File: config.mk
export PLATFORM = sky130hd
export DESIGN_NAME = axi_mem_bridge
export DESIGN_NICKNAME = d
export VERILOG_FILES = /design/src/rtl/axi_pkg.sv /design/src/rtl/axi_mem_bridge.sv
export SDC_FILE = /design/constraint.sdc
export NUM_CORES = 1
export LEC_CHECK = 0
export CORE_AREA = 2 2 185 187
export CTS_CLUSTER_DIAMETER = 120
export DETAILED_ROUTE_END_ITERATION = 10
export DIE_AREA = 0 0 187 189
export GPL_TIMING_DRIVEN = 0
export PLACE_DENSITY = 0.52
export SYNTH_ARGS = -nofsm -noshare
export SYNTH_HDL_FRONTEND = slang
export SYNTH_SLANG_ARGS = --single-unit
File: constraint.sdc
create_clock -name aclk -period 2.05 [get_ports aclk]
set_input_delay 0.41 -clock aclk [delete_from_list [all_inputs] [get_ports aclk]]
set_output_delay 0.41 -clock aclk [all_outputs]
set_load 0.005 [all_outputs]
File: src/rtl/axi_pkg.sv
// Shared definitions for the AXI4 memory bridge.
//   - state_e    : bridge FSM states (also exported on the debug port)
//   - BURST_INCR : AXI INCR burst encoding
//   - RESP_OKAY  : AXI OKAY response encoding
//   - *_W        : AXI channel field widths
//   - clamp_len  : limits a requested read length to the configured maximum
package axi_pkg;

  localparam int ADDR_W  = 32;
  localparam int DATA_W  = 64;
  localparam int STRB_W  = 8;
  localparam int ID_W    = 4;
  localparam int LEN_W   = 8;
  localparam int SIZE_W  = 3;
  localparam int BURST_W = 2;
  localparam int RESP_W  = 2;

  localparam logic [BURST_W-1:0] BURST_INCR = 2'b01;
  localparam logic [RESP_W-1:0]  RESP_OKAY  = 2'b00;

  typedef enum logic [2:0] {
    S_IDLE  = 3'd0,
    S_AR    = 3'd1,
    S_RDATA = 3'd2,
    S_AW_W  = 3'd3,
    S_B     = 3'd4
  } state_e;

  function automatic logic [LEN_W-1:0] clamp_len(input logic [LEN_W-1:0] len,
                                                 input logic [LEN_W-1:0] max_len);
    return (len > max_len) ? max_len : len;
  endfunction

endpackage

File: src/rtl/axi_mem_bridge.sv
// axi_mem_bridge: converts the core's simple memory request port into AXI4
// master transactions. Reads are INCR bursts (length clamped to MAX_LEN),
// writes are single beat. Exactly one transaction is in flight at a time.
//
// Ports
//   aclk, aresetn          clock, synchronous active-low reset
//   req_*                  request port (valid/ready, wen, addr, len, size, wdata, wstrb)
//   rsp_*                  response port (valid/ready, data, last)
//   err                    sticky response-error flag
//   ar*/r*                 AXI read address / read data channels
//   aw*/w*/b*              AXI write address / write data / write response channels
//   dbg_state              current FSM state, for observation only
//
// Handshake rule used on every channel: a transfer happens on a rising aclk
// edge where valid && ready. A valid, once raised, holds its payload stable
// until that edge. No valid output depends combinationally on any ready input;
// rready follows rsp_ready combinationally (ready-to-ready path only).
//
// Optional feature: define AXI_BRIDGE_RESP_CHECK_EN to enable the sticky err
// flag (rresp/bresp != OKAY, missing rlast on the final beat, early rlast).
// Without it err is tied low and the FSM behaves identically.
module axi_mem_bridge
  import axi_pkg::*;
#(
  parameter logic [ID_W-1:0]  AXI_ID  = 4'd0,
  parameter logic [LEN_W-1:0] MAX_LEN = 8'd7
) (
  input  logic                aclk,
  input  logic                aresetn,
  // request / response port
  input  logic                req_valid,
  output logic                req_ready,
  input  logic                req_wen,
  input  logic [ADDR_W-1:0]   req_addr,
  input  logic [LEN_W-1:0]    req_len,
  input  logic [SIZE_W-1:0]   req_size,
  input  logic [DATA_W-1:0]   req_wdata,
  input  logic [STRB_W-1:0]   req_wstrb,
  output logic                rsp_valid,
  input  logic                rsp_ready,
  output logic [DATA_W-1:0]   rsp_data,
  output logic                rsp_last,
  output logic                err,
  // AXI read address
  output logic [ADDR_W-1:0]   araddr,
  output logic [ID_W-1:0]     arid,
  output logic [LEN_W-1:0]    arlen,
  output logic [SIZE_W-1:0]   arsize,
  output logic [BURST_W-1:0]  arburst,
  output logic [1:0]          arlock,
  output logic [3:0]          arcache,
  output logic [2:0]          arprot,
  output logic                arvalid,
  input  logic                arready,
  // AXI read data
  input  logic [ID_W-1:0]     rid,
  input  logic [DATA_W-1:0]   rdata,
  input  logic [RESP_W-1:0]   rresp,
  input  logic                rlast,
  input  logic                rvalid,
  output logic                rready,
  // AXI write address
  output logic [ADDR_W-1:0]   awaddr,
  output logic [ID_W-1:0]     awid,
  output logic [LEN_W-1:0]    awlen,
  output logic [SIZE_W-1:0]   awsize,
  output logic [BURST_W-1:0]  awburst,
  output logic [1:0]          awlock,
  output logic [3:0]          awcache,
  output logic [2:0]          awprot,
  output logic                awvalid,
  input  logic                awready,
  // AXI write data
  output logic [ID_W-1:0]     wid,
  output logic [DATA_W-1:0]   wdata,
  output logic [STRB_W-1:0]   wstrb,
  output logic                wlast,
  output logic                wvalid,
  input  logic                wready,
  // AXI write response
  input  logic [ID_W-1:0]     bid,
  input  logic [RESP_W-1:0]   bresp,
  input  logic                bvalid,
  output logic                bready,
  // observation
  output state_e              dbg_state
);

  state_e              state_q, state_d;
  logic                rst_done_q;
  logic [ADDR_W-1:0]   addr_q;
  logic [LEN_W-1:0]    len_q;
  logic [SIZE_W-1:0]   size_q;
  logic [DATA_W-1:0]   wdata_q;
  logic [STRB_W-1:0]   wstrb_q;
  logic [LEN_W-1:0]    beat_cnt_q;
  logic                aw_done_q, w_done_q;
  logic                b_pulse_q;

  logic req_fire, ar_fire, r_fire, aw_fire, w_fire, b_fire, r_end;

  assign req_fire = req_valid && req_ready;
  assign ar_fire  = arvalid && arready;
  assign r_fire   = rvalid && rready;
  assign aw_fire  = awvalid && awready;
  assign w_fire   = wvalid && wready;
  assign b_fire   = bvalid && bready;
  // A burst ends on rlast, or on the beat that reaches the requested length
  // even if the slave forgot rlast, so a misbehaving slave cannot hang us.
  assign r_end    = r_fire && (rlast || (beat_cnt_q == len_q));

  // ---------------- state register ----------------
  always_ff @(posedge aclk) begin
    if (!aresetn) state_q <= S_IDLE;
    else          state_q <= state_d;
  end

  // ---------------- next-state logic ----------------
  always_comb begin
    state_d = state_q;
    unique case (state_q)
      S_IDLE:  if (req_fire) state_d = req_wen ? S_AW_W : S_AR;
      S_AR:    if (ar_fire)  state_d = S_RDATA;
      S_RDATA: if (r_end)    state_d = S_IDLE;
      S_AW_W:  if ((aw_done_q || aw_fire) && (w_done_q || w_fire)) state_d = S_B;
      S_B:     if (b_fire)   state_d = S_IDLE;
      default: state_d = S_IDLE;
    endcase
  end

  // ---------------- output logic ----------------
  always_comb begin
    req_ready = 1'b0;
    arvalid   = 1'b0;
    rready    = 1'b0;
    awvalid   = 1'b0;
    wvalid    = 1'b0;
    bready    = 1'b0;
    rsp_valid = b_pulse_q;
    rsp_last  = b_pulse_q;
    unique case (state_q)
      S_IDLE:  req_ready = rst_done_q;
      S_AR:    arvalid   = 1'b1;
      S_RDATA: begin
        rready    = rsp_ready;
        rsp_valid = rvalid;
        rsp_last  = rlast;
      end
      S_AW_W: begin
        awvalid = !aw_done_q;
        wvalid  = !w_done_q;
      end
      S_B:     bready    = 1'b1;
      default: ;
    endcase
  end

  assign dbg_state = state_q;
  assign rsp_data  = rdata;

  // ---------------- request / progress registers ----------------
  always_ff @(posedge aclk) begin
    if (!aresetn) begin
      rst_done_q <= 1'b0;
      addr_q     <= '0;
      len_q      <= '0;
      size_q     <= '0;
      wdata_q    <= '0;
      wstrb_q    <= '0;
      beat_cnt_q <= '0;
      aw_done_q  <= 1'b0;
      w_done_q   <= 1'b0;
      b_pulse_q  <= 1'b0;
    end else begin
      rst_done_q <= 1'b1;
      // Write-done is reported one cycle after the B handshake.
      b_pulse_q  <= b_fire;
      if (req_fire) begin
        addr_q     <= req_addr;
        len_q      <= clamp_len(req_len, MAX_LEN);
        size_q     <= (req_size > 3'd3) ? 3'd3 : req_size;
        wdata_q    <= req_wdata;
        wstrb_q    <= req_wstrb;
        beat_cnt_q <= '0;
        aw_done_q  <= 1'b0;
        w_done_q   <= 1'b0;
      end
      if (aw_fire) aw_done_q <= 1'b1;
      if (w_fire)  w_done_q  <= 1'b1;
      // Saturates at len so a long burst from the slave cannot wrap the count.
      if (r_fire && (beat_cnt_q != len_q)) beat_cnt_q <= beat_cnt_q + 8'd1;
    end
  end

  // ---------------- fixed / registered AXI fields ----------------
  assign araddr  = addr_q;
  assign arid    = AXI_ID;
  assign arlen   = len_q;
  assign arsize  = size_q;
  assign arburst = BURST_INCR;
  assign arlock  = 2'b00;
  assign arcache = 4'b0000;
  assign arprot  = 3'b000;

  assign awaddr  = addr_q;
  assign awid    = AXI_ID;
  assign awlen   = 8'd0;
  assign awsize  = size_q;
  assign awburst = BURST_INCR;
  assign awlock  = 2'b00;
  assign awcache = 4'b0000;
  assign awprot  = 3'b000;

  assign wid     = AXI_ID;
  assign wdata   = wdata_q;
  assign wstrb   = wstrb_q;
  assign wlast   = 1'b1;

  // ---------------- response error flag ----------------
`ifdef AXI_BRIDGE_RESP_CHECK_EN
  logic err_q;
  logic err_set;
  logic unused_ids;

  assign err_set = (r_fire && ((rresp != RESP_OKAY) ||
                               ((beat_cnt_q == len_q) && !rlast) ||
                               (rlast && (beat_cnt_q != len_q)))) ||
                   (b_fire && (bresp != RESP_OKAY));

  always_ff @(posedge aclk) begin
    if (!aresetn)     err_q <= 1'b0;
    else if (err_set) err_q <= 1'b1;
  end

  assign err        = err_q;
  assign unused_ids = ^{rid, bid};
`else
  logic unused_resp;

  assign err         = 1'b0;
  assign unused_resp = ^{rid, bid, rresp, bresp};
`endif

endmodule

# Word-level counts from Yosys, hierarchy flattened
# Cells that the tools add are included.
# totals
reg_bits	130
inputBits	202
word_cells	67
# op_classes
n_addsub	1
n_lt_le_gt_ge	2
n_eq_ne	11
n_mux	23
n_reduce_logical	19
# op_table
operator	n
8-bit two-way mux	3
3-bit two-way mux	6
3-bit one-hot mux with 5 select lines	1
1-bit two-way mux	12
2-bit != test (second input constant)	5
1-bit logical AND	9
8-bit by 1-bit adder with 8-bit output (second input constant)	1
8-bit == test	1
8-bit by 3-bit > comparator with 1-bit output (second input constant)	1
8-bit != test	1
3-bit by 2-bit == test with 1-bit output (second input constant)	2
2-bit nonzero test	3
5-bit AND reduction	1
3-bit by 1-bit == test with 1-bit output (second input constant)	1
3-bit == test (second input constant)	1
3-bit by 2-bit > comparator with 1-bit output (second input constant)	1
3-bit zero test	1
1-bit logical OR	3
1-bit zero test	2
2-bit two-way mux	1

# Depth between registers and ports, before layout
# Gate-level depths: netlist of run 1.
# logic_depth
ltp_word	7
depth_mapped	8

# Worst setup path before layout of run 1
# OpenSTA, ideal clock, no wires.
# synth_path
kind	register to register
startpoint	register state_q[1] (netlist: dbg_state[1])
endpoint	register len_q[3] (netlist: arlen[3])
t_arrival_ns	1.416
required_ns	1.934
slack_ns	0.519
stages_incl_launch_ff	8
period_less_slack_ns	1.531
cell_sequence	dfxtp_1 buf_2 nor3_1 and2_1 nand2_1 buf_4 buf_2 and3_1
# synth_between
elab_chain_cells	3
# synth_lines
element	line	source
start: declaration	axi_mem_bridge.sv:89	state_e state_q, state_d;
start signal: assignment	axi_mem_bridge.sv:115	else state_q <= state_d;
3-bit zero test	axi_mem_bridge.sv:141	unique case (state_q)
1-bit two-way mux	axi_mem_bridge.sv:141	
named net req_ready	axi_mem_bridge.sv:32	output logic req_ready,
1-bit logical AND	axi_mem_bridge.sv:102	assign req_fire = req_valid && req_ready;
end signal: assignment	axi_mem_bridge.sv:180	len_q <= clamp_len(req_len, MAX_LEN);
end: declaration	axi_mem_bridge.sv:92	logic [LEN_W-1:0] len_q;
# The timed path passes the listed nets, and every way through them passes these cells.
# A chain may end at the register's enable or synchronous reset.

# Final worst setup path of run 1
# layout_path
startpoint	register state_q[0] (netlist: dbg_state[0])
endpoint	output port rsp_last
# layout_between
elab_chain_cells	2
# layout_lines
element	line	source
3-bit by 2-bit == test with 1-bit output	axi_mem_bridge.sv:141	
1-bit two-way mux	axi_mem_bridge.sv:141	
end: declaration	axi_mem_bridge.sv:42	output logic rsp_last,
# No other way between the ends.

==> results of run 1 <==
cell usage in the layout (no fill, tap or decap), drive strengths merged, types with 2 or more instances in the layout:
master | netlist | final
a211o | 5 | 5
a21boi | 106 | 106
a21oi | 3 | 3
and2 | 3 | 3
and3 | 10 | 10
buf | 169 | 183
clkbuf | 17 | 40
clkdlybuf4s15 | 0 | 2
clkdlybuf4s50 | 0 | 342
clkinv | 0 | 4
clkinvlp | 0 | 2
conb | 2 | 44
dfxtp | 130 | 130
dlygate4sd2 | 0 | 3
mux2 | 2 | 2
mux2i | 2 | 2
nand2 | 220 | 220
nand2b | 2 | 2
nand3 | 6 | 6
nand3b | 6 | 6
nand4 | 2 | 2
nor2 | 8 | 8
nor2b | 4 | 4
nor3 | 4 | 4
nor3b | 5 | 5
o2111ai | 3 | 3
o211ai | 2 | 2
o21ai | 3 | 3
o221a | 4 | 4
or2 | 3 | 3
xnor2 | 8 | 8
where the power goes:
part | switching [mW] | total [mW] | internal [mW]
registers | 0.0992 | 2.78 | 2.68
logic | 0.619 | 1.67 | 1.06
clock network | 1.17 | 2.75 | 1.58
cell type report:
class,count,area (um^2),area share [%]
plain buffers,185,1300,11.8
clock inverters,6,35.0,0.317
clock buffers,23,468,4.23
repair buffers,362,3590,32.5
flip-flops and latches,130,2610,23.6
multi-input cells,464,2500,22.6
well taps,448,561,5.07
synthesized netlist by cell type (2+ instances only):
cell type	instances
nand4_1	2
mux2i_1	2
nand3b_1	6
o221a_2	4
a21oi_1	3
and2_1	3
nand3_1	5
o2111ai_1	3
mux2_2	2
nor3b_1	4
a21boi_0	104
o21ai_0	3
a21boi_1	2
conb_1	2
nor2_1	8
or2_2	3
a211o_1	5
nand2b_1	2
dfxtp_1	130
nor3_1	4
o211ai_1	2
nand2_1	220
nor2b_1	4
buf_2	16
clkbuf_1	16
xnor2_1	8
and3_1	8
buf_4	152
logic make-up (layout without fill, tap and decap cells):
family / count (synthesis) / in the layout / synth area share, %
AND/OR/NAND/NOR: 275 / 275 / 18.9
buffers and inverters: 186 / 576 / 21.0
AO/OA/AOI/OAI: 132 / 132 / 16.1
flip-flops: 130 / 130 / 41.8
XOR/XNOR: 8 / 8 / 1.13
multiplexers: 4 / 4 / 0.684
other: 2 / 44 / 0.121
adder cells (fa/ha/maj): 1 / 1 / 0.201
worst max-delay path, stage by stage, from the launching register on:
cell,delay (ns)
dfxtp_4,0.36
nor3b_4,0.22
buf_6,0.13
mux2_4,0.31
buf_6,0.12
per-layer routing:
layer / up-vias / wire length, um
li1: 3055 / -
met1: 2711 / 9430
met4: 0 / 209
met5: - / 0
met3: 15 / 1600
met2: 243 / 11600
sequential cells by signal, indices dropped and copies added (netlist names):
register and cells:
wstrb 8, rst_done_q 1, w_done_q 1, arsize 3, aw_done_q 1, b_pulse_q 1
beat_cnt_q 8, arlen 8, dbg_state 3, araddr 32, wdata 64
worst min path at each step:
stage / from / to / depth (start not counted)
after floorplan: aresetn / rst_done_q / 0
after global placement: wdata[30] / wdata[30] / 2
after detailed placement: wdata[47] / wdata[47] / 2
after CTS: wdata[57] / wdata[57] / 2
after global routing: wdata[47] / wdata[47] / 2
final: wdata[47] / wdata[47] / 2
stage by stage:
step / util [%] / setup slack [ns] / total power, mW / TNS (ns) / hold WS (ns)
after CTS: 33.2 / -0.0647 / 7.41 / -0.0647 / 0.465
after global routing: 33.2 / -0.00104 / 7.64 / -0.00104 / 0.481
final: 33.2 / 0.0790 / 7.20 / 0 / 0.462
after detailed placement: 31.4 / -0.300 / 4.48 / -11.11 / 0.457
after global placement: 31.4 / -0.301 / 4.47 / -9.63 / 0.450
after floorplan: - / 0.519 / 3.50 / 0 / 0.438
timing repair:
item                                    in CTS  in global routing
gates resized for setup                     32                  6
endpoints found under the hold margin        0                  0
buffers inserted                            11                  3
gates cloned                                 0                  0
endpoints found under the setup margin       8                  3
pin swaps                                    0                  2
==> flow_summary.toml, run 1 <==
[run_status]
status = "finished, final reports clean"

[global_routing]
grt_overflow_total = 0
met1_usage_pct = 14.0
grt_first_pass_wirelength_um = 33700
antenna_found_initial = 0
track_usage_pct = 12.4
use_met3_pct = 4.00
busiest_layer = "met2"
grt_max_degree = 17
use_met2_pct = 22.3
grt_pass1_vias = 5767

[worst_setup_path]
rrSetupSlack_ns = 0.17
reg2reg_to = "arlen[2]"
worstPathRequired_ns = 1.64
critPathKind = "reg2out"
critPathMaxFanout = 4
endpoint = "rsp_last"
cp-start-kind = "flop"
worst-endpoint-arrival_ns = 1.56
startpoint = "dbg_state[0]"
reg2reg_depth = 6
r2r_start = "dbg_state[2]"
end_kind = "output pin"

[synth]
ys_seq_elements = 130
synth_top_area_share_pct = 41.8
yosys_warnings = 0
avgSynthCellArea_um2 = 8.43
synthDistinctLibCells = 43
synth_edf_count = 0
postSynthCellCount = 738
synth_flop_cell = "dfxtp_1"
synth_area_mm2 = 0.00622
yosys.area.top_type = "dfxtp_1"
ys_seq_area_share_pct = 41.8
async_flop_share_pct = 0
synthTopCellsByArea = "dfxtp_1, buf_4, nand2_1"

[final_layout]
fin_area_mm2 = 0.0111
fillCellCount = 3505
syn2layout_area_growth_pct = 77.9
fin_nets = 1363
diodes = 0
drive_above_1_share_pct = 19.6
final_cells = 1618

[timing]
slew_headroom_pct = 62.1
slew_violations = 0
timing.final.crit_share_pct = 96.1
rsz0062_at_grt = "true"
hold_viol = 0
fin_worst_skew_ns = 0.00937
setup_viol = 0
max_slew.worst_pin.slew_ns = 0.568
max_clock_freq_ghz = 0.507
min_period_ns = 1.97

[floorplan]
initial_utilization_pct = 18.7
rows = 67
die_x_um = 187
dieArea_mm2 = 0.0353
ioPinCount = 471
core_mm2 = 0.0333
chipHeight_um = 189

[run]
drv_cap = 0

[clock_tree]
htree_num_levels = 4
cts_tree = "done"
clockRootBuffer = "clkbuf_16"
cts_num_sinks = 130
insertion_delay_ns = 0.41
cts_buffer_depth = 2
postCtsHoldBufs = 0
clkSlewWorstSetupHoldPaths_ns = 0.06
cts_inserted_buffers = 17

[pwr]
peakVddDrop_v = 0.000554
power_density_mw_per_mm2 = 651
p_leak_nw = 4.37

[detailed_routing]
drt-vias-per-instance = 3.72
avgRoutedWirePerCell_um = 14.1
drtIter0Drc = 139
dr.pass1.iters = 4
drc = 0
antenna_left = 0
vias = 6024
drt-total-wl_um = 22900

[place]
placed_area_mm2 = 0.0104
dp_hpwl_um = 17600
port_buffers = 350
dp.cells = 1578
gp_congestion = 0.744

[hold_path]
worstHoldPathType = "reg2reg"
(Power assumes the default switching activity.)
==> run 2: changes to the inputs <==
--- a/config.mk
+++ b/config.mk
@@ -11,6 +11,7 @@
 export DIE_AREA = 0 0 187 189
 export GPL_TIMING_DRIVEN = 0
 export PLACE_DENSITY = 0.52
+export SETUP_SLACK_MARGIN = 0.1
 export SYNTH_ARGS = -nofsm -noshare
 export SYNTH_HDL_FRONTEND = slang
 export SYNTH_SLANG_ARGS = --single-unit
==> run 2 against run 1 <==
  * The run now ends with setup timing left
  * Critical path depth rose by 2
  * Combinational power up 2%
  * Register-to-register slack better by 0.11 ns
  * Hold slack barely moved
  * Highest routed layer unchanged
==> flow_summary.toml, run 2 (synthesis results as in run 1) <==
[run_status]
status = "finished, violations left"
violations = "setup timing"

[place]
gp_congestion = 0.744
port_buffers = 350
placed_area_mm2 = 0.0104
dp_hpwl_um = 17600

[timing]
max_clock_freq_ghz = 0.477
fin_worst_skew_ns = 0.00915
layout_setup_ws_ns = -0.0468
timing.final.crit_share_pct = 102
slew_headroom_pct = 64.0
slew_violations = 0
fin_hold_ws_ns = 0.462
setup_viol = 1
max_slew.worst_pin.slew_ns = 0.540
min_period_ns = 2.10
hold_viol = 0
rsz0062_at_grt = "true"

[run]
drv_cap = 0

[global_routing]
track_usage_pct = 12.4
grt_pass1_vias = 5767
grt_overflow_total = 0
antenna_found_initial = 0
grt_first_pass_wirelength_um = 33700
grt_max_degree = 17

[detailed_routing]
drt-vias-per-instance = 3.72
drt-total-wl_um = 22800
antenna_left = 0
drtIter0Drc = 127
dr.pass1.iters = 4
avgRoutedWirePerCell_um = 14.1
vias = 6015
drc = 0

[worst_setup_path]
end_kind = "output pin"
worst-endpoint-arrival_ns = 1.69
critPathMaxFanout = 4
r2r_start = "dbg_state[1]"
max_stage_delay_ns = 0.33
critical_path.cell_chain = "buf_6 > nor3b_4 > buf_6 > buf_6 > mux2_4 > buf_6"
critPathKind = "reg2out"
startpoint = "dbg_state[1]"
timing.critical_path.mode_cell = "buf_6"
slowest_stage = "dfxtp_2"
worstPathRequired_ns = 1.64
cp-start-kind = "flop"

[floorplan]
initial_utilization_pct = 18.7
rows = 67
ioPinCount = 471
chipHeight_um = 189
core_mm2 = 0.0333
dieArea_mm2 = 0.0353
die_x_um = 187

[clock_tree]
postCtsHoldBufs = 0
clkSlewWorstSetupHoldPaths_ns = 0.06
cts_inserted_buffers = 17
cts_tree = "done"
cts_buffer_depth = 2
insertion_delay_ns = 0.41
htree_num_levels = 4
clockRootBuffer = "clkbuf_16"
cts_num_sinks = 130

[pwr]
p_leak_nw = 4.38
power_density_mw_per_mm2 = 652
power_mw = 7.23
peakVddDrop_v = 0.000553

[final_layout]
largest_reg_flops = 64
fin_area_mm2 = 0.0111
final_core_util_pct = 33.3
layout_common_cells = "clkdlybuf4s50_1, nand2_1, buf_4"
drive_above_1_share_pct = 20.2
diodes = 0
fillCellCount = 3503
fin_nets = 1363
syn2layout_area_growth_pct = 78.2
layout_commonest_cell = "clkdlybuf4s50_1"

[hold_path]
min_from = "wdata[47]"
worstHoldPathType = "reg2reg"
## run 2: cell count changes in the layout (fill, tap and decap cells not counted), moves of 2 or more
cell             delta
clkbuf_1            -2
dfxtp_4             -2
clkbuf_2            +5
buf_4               -3
clkdlybuf4s15_1     -2
buf_2               -3
dfxtp_2             +2
buf_6               +5
## run 2: path summary, 6_finish.rpt
path                         to  slack, ns  cells after the start
hold / removal        wdata[47]       0.46                      2
hold reg to reg       wdata[47]       0.46                      2
setup / recovery       rsp_last      -0.05                      6
setup reg to reg  beat_cnt_q[6]       0.28                     10
## run 2: timing repair
item | in CTS | in global routing
pin swaps | 1 | 0
resized for setup | 35 | 18
setup buffers | 11 | 1
setup endpoints to repair | 14 | 31
endpoints found under the hold margin | 0 | 0
## run 2: critical path: cells and delay by family, from the launching register on
kind          cells  cell delay, ns
buf+inv           4            0.43
flops             1            0.33
mux               1            0.30
simple gates      1            0.20
## run 2: area by class of cell
| type | count | area (um^2) | share of cell area [%] |
|---|---|---|---|
| timing repair buffer | 361 | 3580 | 32.3 |
| tap | 448 | 561 | 5.06 |
| sequential | 130 | 2610 | 23.5 |
| clock inverter | 6 | 35.0 | 0.316 |
| clock buffer | 23 | 468 | 4.22 |
| multi-input combinational | 464 | 2500 | 22.6 |
| buffer | 186 | 1320 | 11.9 |
## run 2: power breakdown
| part | internal [mW] | total, mW | switching [mW] |
|---|---|---|---|
| Sequential | 2.68 | 2.77 | 0.0968 |
| Combinational | 1.08 | 1.71 | 0.628 |
| Clock | 1.58 | 2.75 | 1.17 |
## run 2: routing by layer
metal | routed length (um) | GRT usage [%] | vias up | part of all wire (%)
met5 | 0 | 0 | - | 0
met4 | 209 | 3.39 | 0 | 0.92
met3 | 1590 | 4.00 | 15 | 7.0
met2 | 11600 | 22.3 | 243 | 51
met1 | 9450 | 14.0 | 2706 | 41
li1 | - | - | 3051 | -
## run 2: stage by stage
step                      setup WS [ns]  setup TNS [ns]  instances
after floorplan                   0.519               0        780
after global placement           -0.301           -9.63       1578
after detailed placement         -0.300          -11.11       1578
after CTS                       -0.0647         -0.0647       1617
after global routing             -0.135          -0.213       1618
final                           -0.0468         -0.0468       1618
==> run 3: changes to the inputs <==
--- a/config.mk
+++ b/config.mk
@@ -12,6 +12,7 @@
 export GPL_TIMING_DRIVEN = 0
 export PLACE_DENSITY = 0.52
 export SETUP_SLACK_MARGIN = 0.1
+export SKIP_LAST_GASP = 1
 export SYNTH_ARGS = -nofsm -noshare
 export SYNTH_HDL_FRONTEND = slang
 export SYNTH_SLANG_ARGS = --single-unit
==> run 3 against run 2 <==
  * The run still ends with setup timing left
  * Register-to-register slack about the same
  * Hold slack unchanged
  * Total power about the same
  * Count of clock-buffer cells in the layout unchanged
  * Largest cell class unchanged
  * Largest power group unchanged
  * Highest routed layer unchanged
==> flow_summary.toml, run 3 (synthesis results as in run 1) <==
[run_status]
status = "finished, violations left"
violations = "setup timing"

[timing]
max_clock_freq_ghz = 0.477
slew_headroom_pct = 64.0
slew_violations = 0
rsz0062_at_grt = "true"
max_slew.worst_pin.slew_ns = 0.540
hold_viol = 0
timing.final.crit_share_pct = 102
tns_ns = -0.0469
setup_viol = 1
fin_worst_skew_ns = 0.00915
layout_setup_ws_ns = -0.0469
min_period_ns = 2.10

[detailed_routing]
drc = 0
drt-total-wl_um = 22800
vias = 6015
dr.pass1.iters = 4
drt-vias-per-instance = 3.72
antenna_left = 0
drtIter0Drc = 129
avgRoutedWirePerCell_um = 14.1

[final_layout]
final_cells = 1618
syn2layout_area_growth_pct = 78.3
final_core_util_pct = 33.3
fin_nets = 1363
largest_reg_flops = 64
diodes = 0
layout_commonest_cell = "clkdlybuf4s50_1"
fillCellCount = 3501
drive_above_1_share_pct = 20.0
layout_common_cells = "clkdlybuf4s50_1, nand2_1, buf_4"

[hold_path]
worstHoldPathType = "reg2reg"
min_from = "wdata[47]"

[clock_tree]
insertion_delay_ns = 0.41
clkSlewWorstSetupHoldPaths_ns = 0.06
cts_tree = "done"
htree_num_levels = 4
clockRootBuffer = "clkbuf_16"
cts_inserted_buffers = 17
cts_num_sinks = 130
cts_buffer_depth = 2

[run]
drv_cap = 0

[global_routing]
antenna_found_initial = 0
grt_max_degree = 17
grt_first_pass_wirelength_um = 33700
track_usage_pct = 12.4
grt_overflow_total = 0
busiest_layer = "met2"
grt_pass1_vias = 5767
use_met3_pct = 4.00
met1_usage_pct = 14.0
use_met2_pct = 22.3

[place]
dp_hpwl_um = 17600
port_buffers = 350
gp_congestion = 0.744
dp.cells = 1578
preCtsSetupSlack_ns = -0.300

[pwr]
power_density_mw_per_mm2 = 652
peakVddDrop_v = 0.000553
p_leak_nw = 4.40

[floorplan]
ioPinCount = 471
dieArea_mm2 = 0.0353
chipHeight_um = 189
rows = 67
initial_utilization_pct = 18.7
core_mm2 = 0.0333
die_x_um = 187

[worst_setup_path]
worstPathRequired_ns = 1.64
cp-start-kind = "flop"
r2r_start = "dbg_state[1]"
worst-endpoint-arrival_ns = 1.69
startpoint = "dbg_state[1]"
critPathMaxFanout = 4
end_kind = "output pin"
critPathKind = "reg2out"
run 3: cell count changes in the layout (fill, tap and decap cells not counted):
cell,before,now
clkbuf_2,5,3
dlygate4sd2_1,2,3
dlymetal6s2s_1,0,1
run 3: path summary, 6_finish.rpt:
check | end | depth (start not counted) | slack [ns]
worst max-delay path | rsp_last | 6 | -0.05
worst min-delay path | wdata[47] | 2 | 0.46
worst max register to register | beat_cnt_q[6] | 10 | 0.28
worst min register to register | wdata[47] | 2 | 0.46
run 3: layout make-up:
type | instances | area, um^2 | area share [%]
Sequential cell | 130 | 2610 | 23.5
Clock inverter | 6 | 35.0 | 0.316
Tap cell | 448 | 561 | 5.05
Multi-Input combinational cell | 464 | 2500 | 22.5
Clock buffer | 23 | 468 | 4.22
Timing Repair Buffer | 361 | 3590 | 32.4
Buffer | 186 | 1320 | 11.9
run 3: power breakdown:
group,switching (mW),internal [mW]
clock network,1.17,1.58
registers,0.0968,2.68
logic,0.628,1.08
run 3: worst max-delay path: stages, from the launching register on:
cell     delay (ns)
dfxtp_2        0.33
buf_6          0.10
nor3b_4        0.20
buf_6          0.13
buf_6          0.08
mux2_4         0.30
buf_6          0.12
run 3: per-stage QoR:
stage               power [mW]  cell area, um^2  hold WS, ns
floorplan                 3.50             6380        0.438
global placement          4.47            10400        0.450
detailed placement        4.48            10400        0.457
CTS                       7.41            11100        0.465
global route              7.67            11100        0.481
finish                    7.23            11100        0.462
run 3: layer usage:
layer	wire length (um)	vias up
met1	9450	2706
met5	0	-
met3	1590	15
met2	11600	243
met4	209	0
li1	-	3051
run 3: what timing repair did:
action                     4_1_cts  5_1_grt
cloned                           0        0
pin swaps                        1        0
buffers inserted                11        1
hold buffers                     0        0
resized for setup               34       15
setup endpoints to repair       14       31
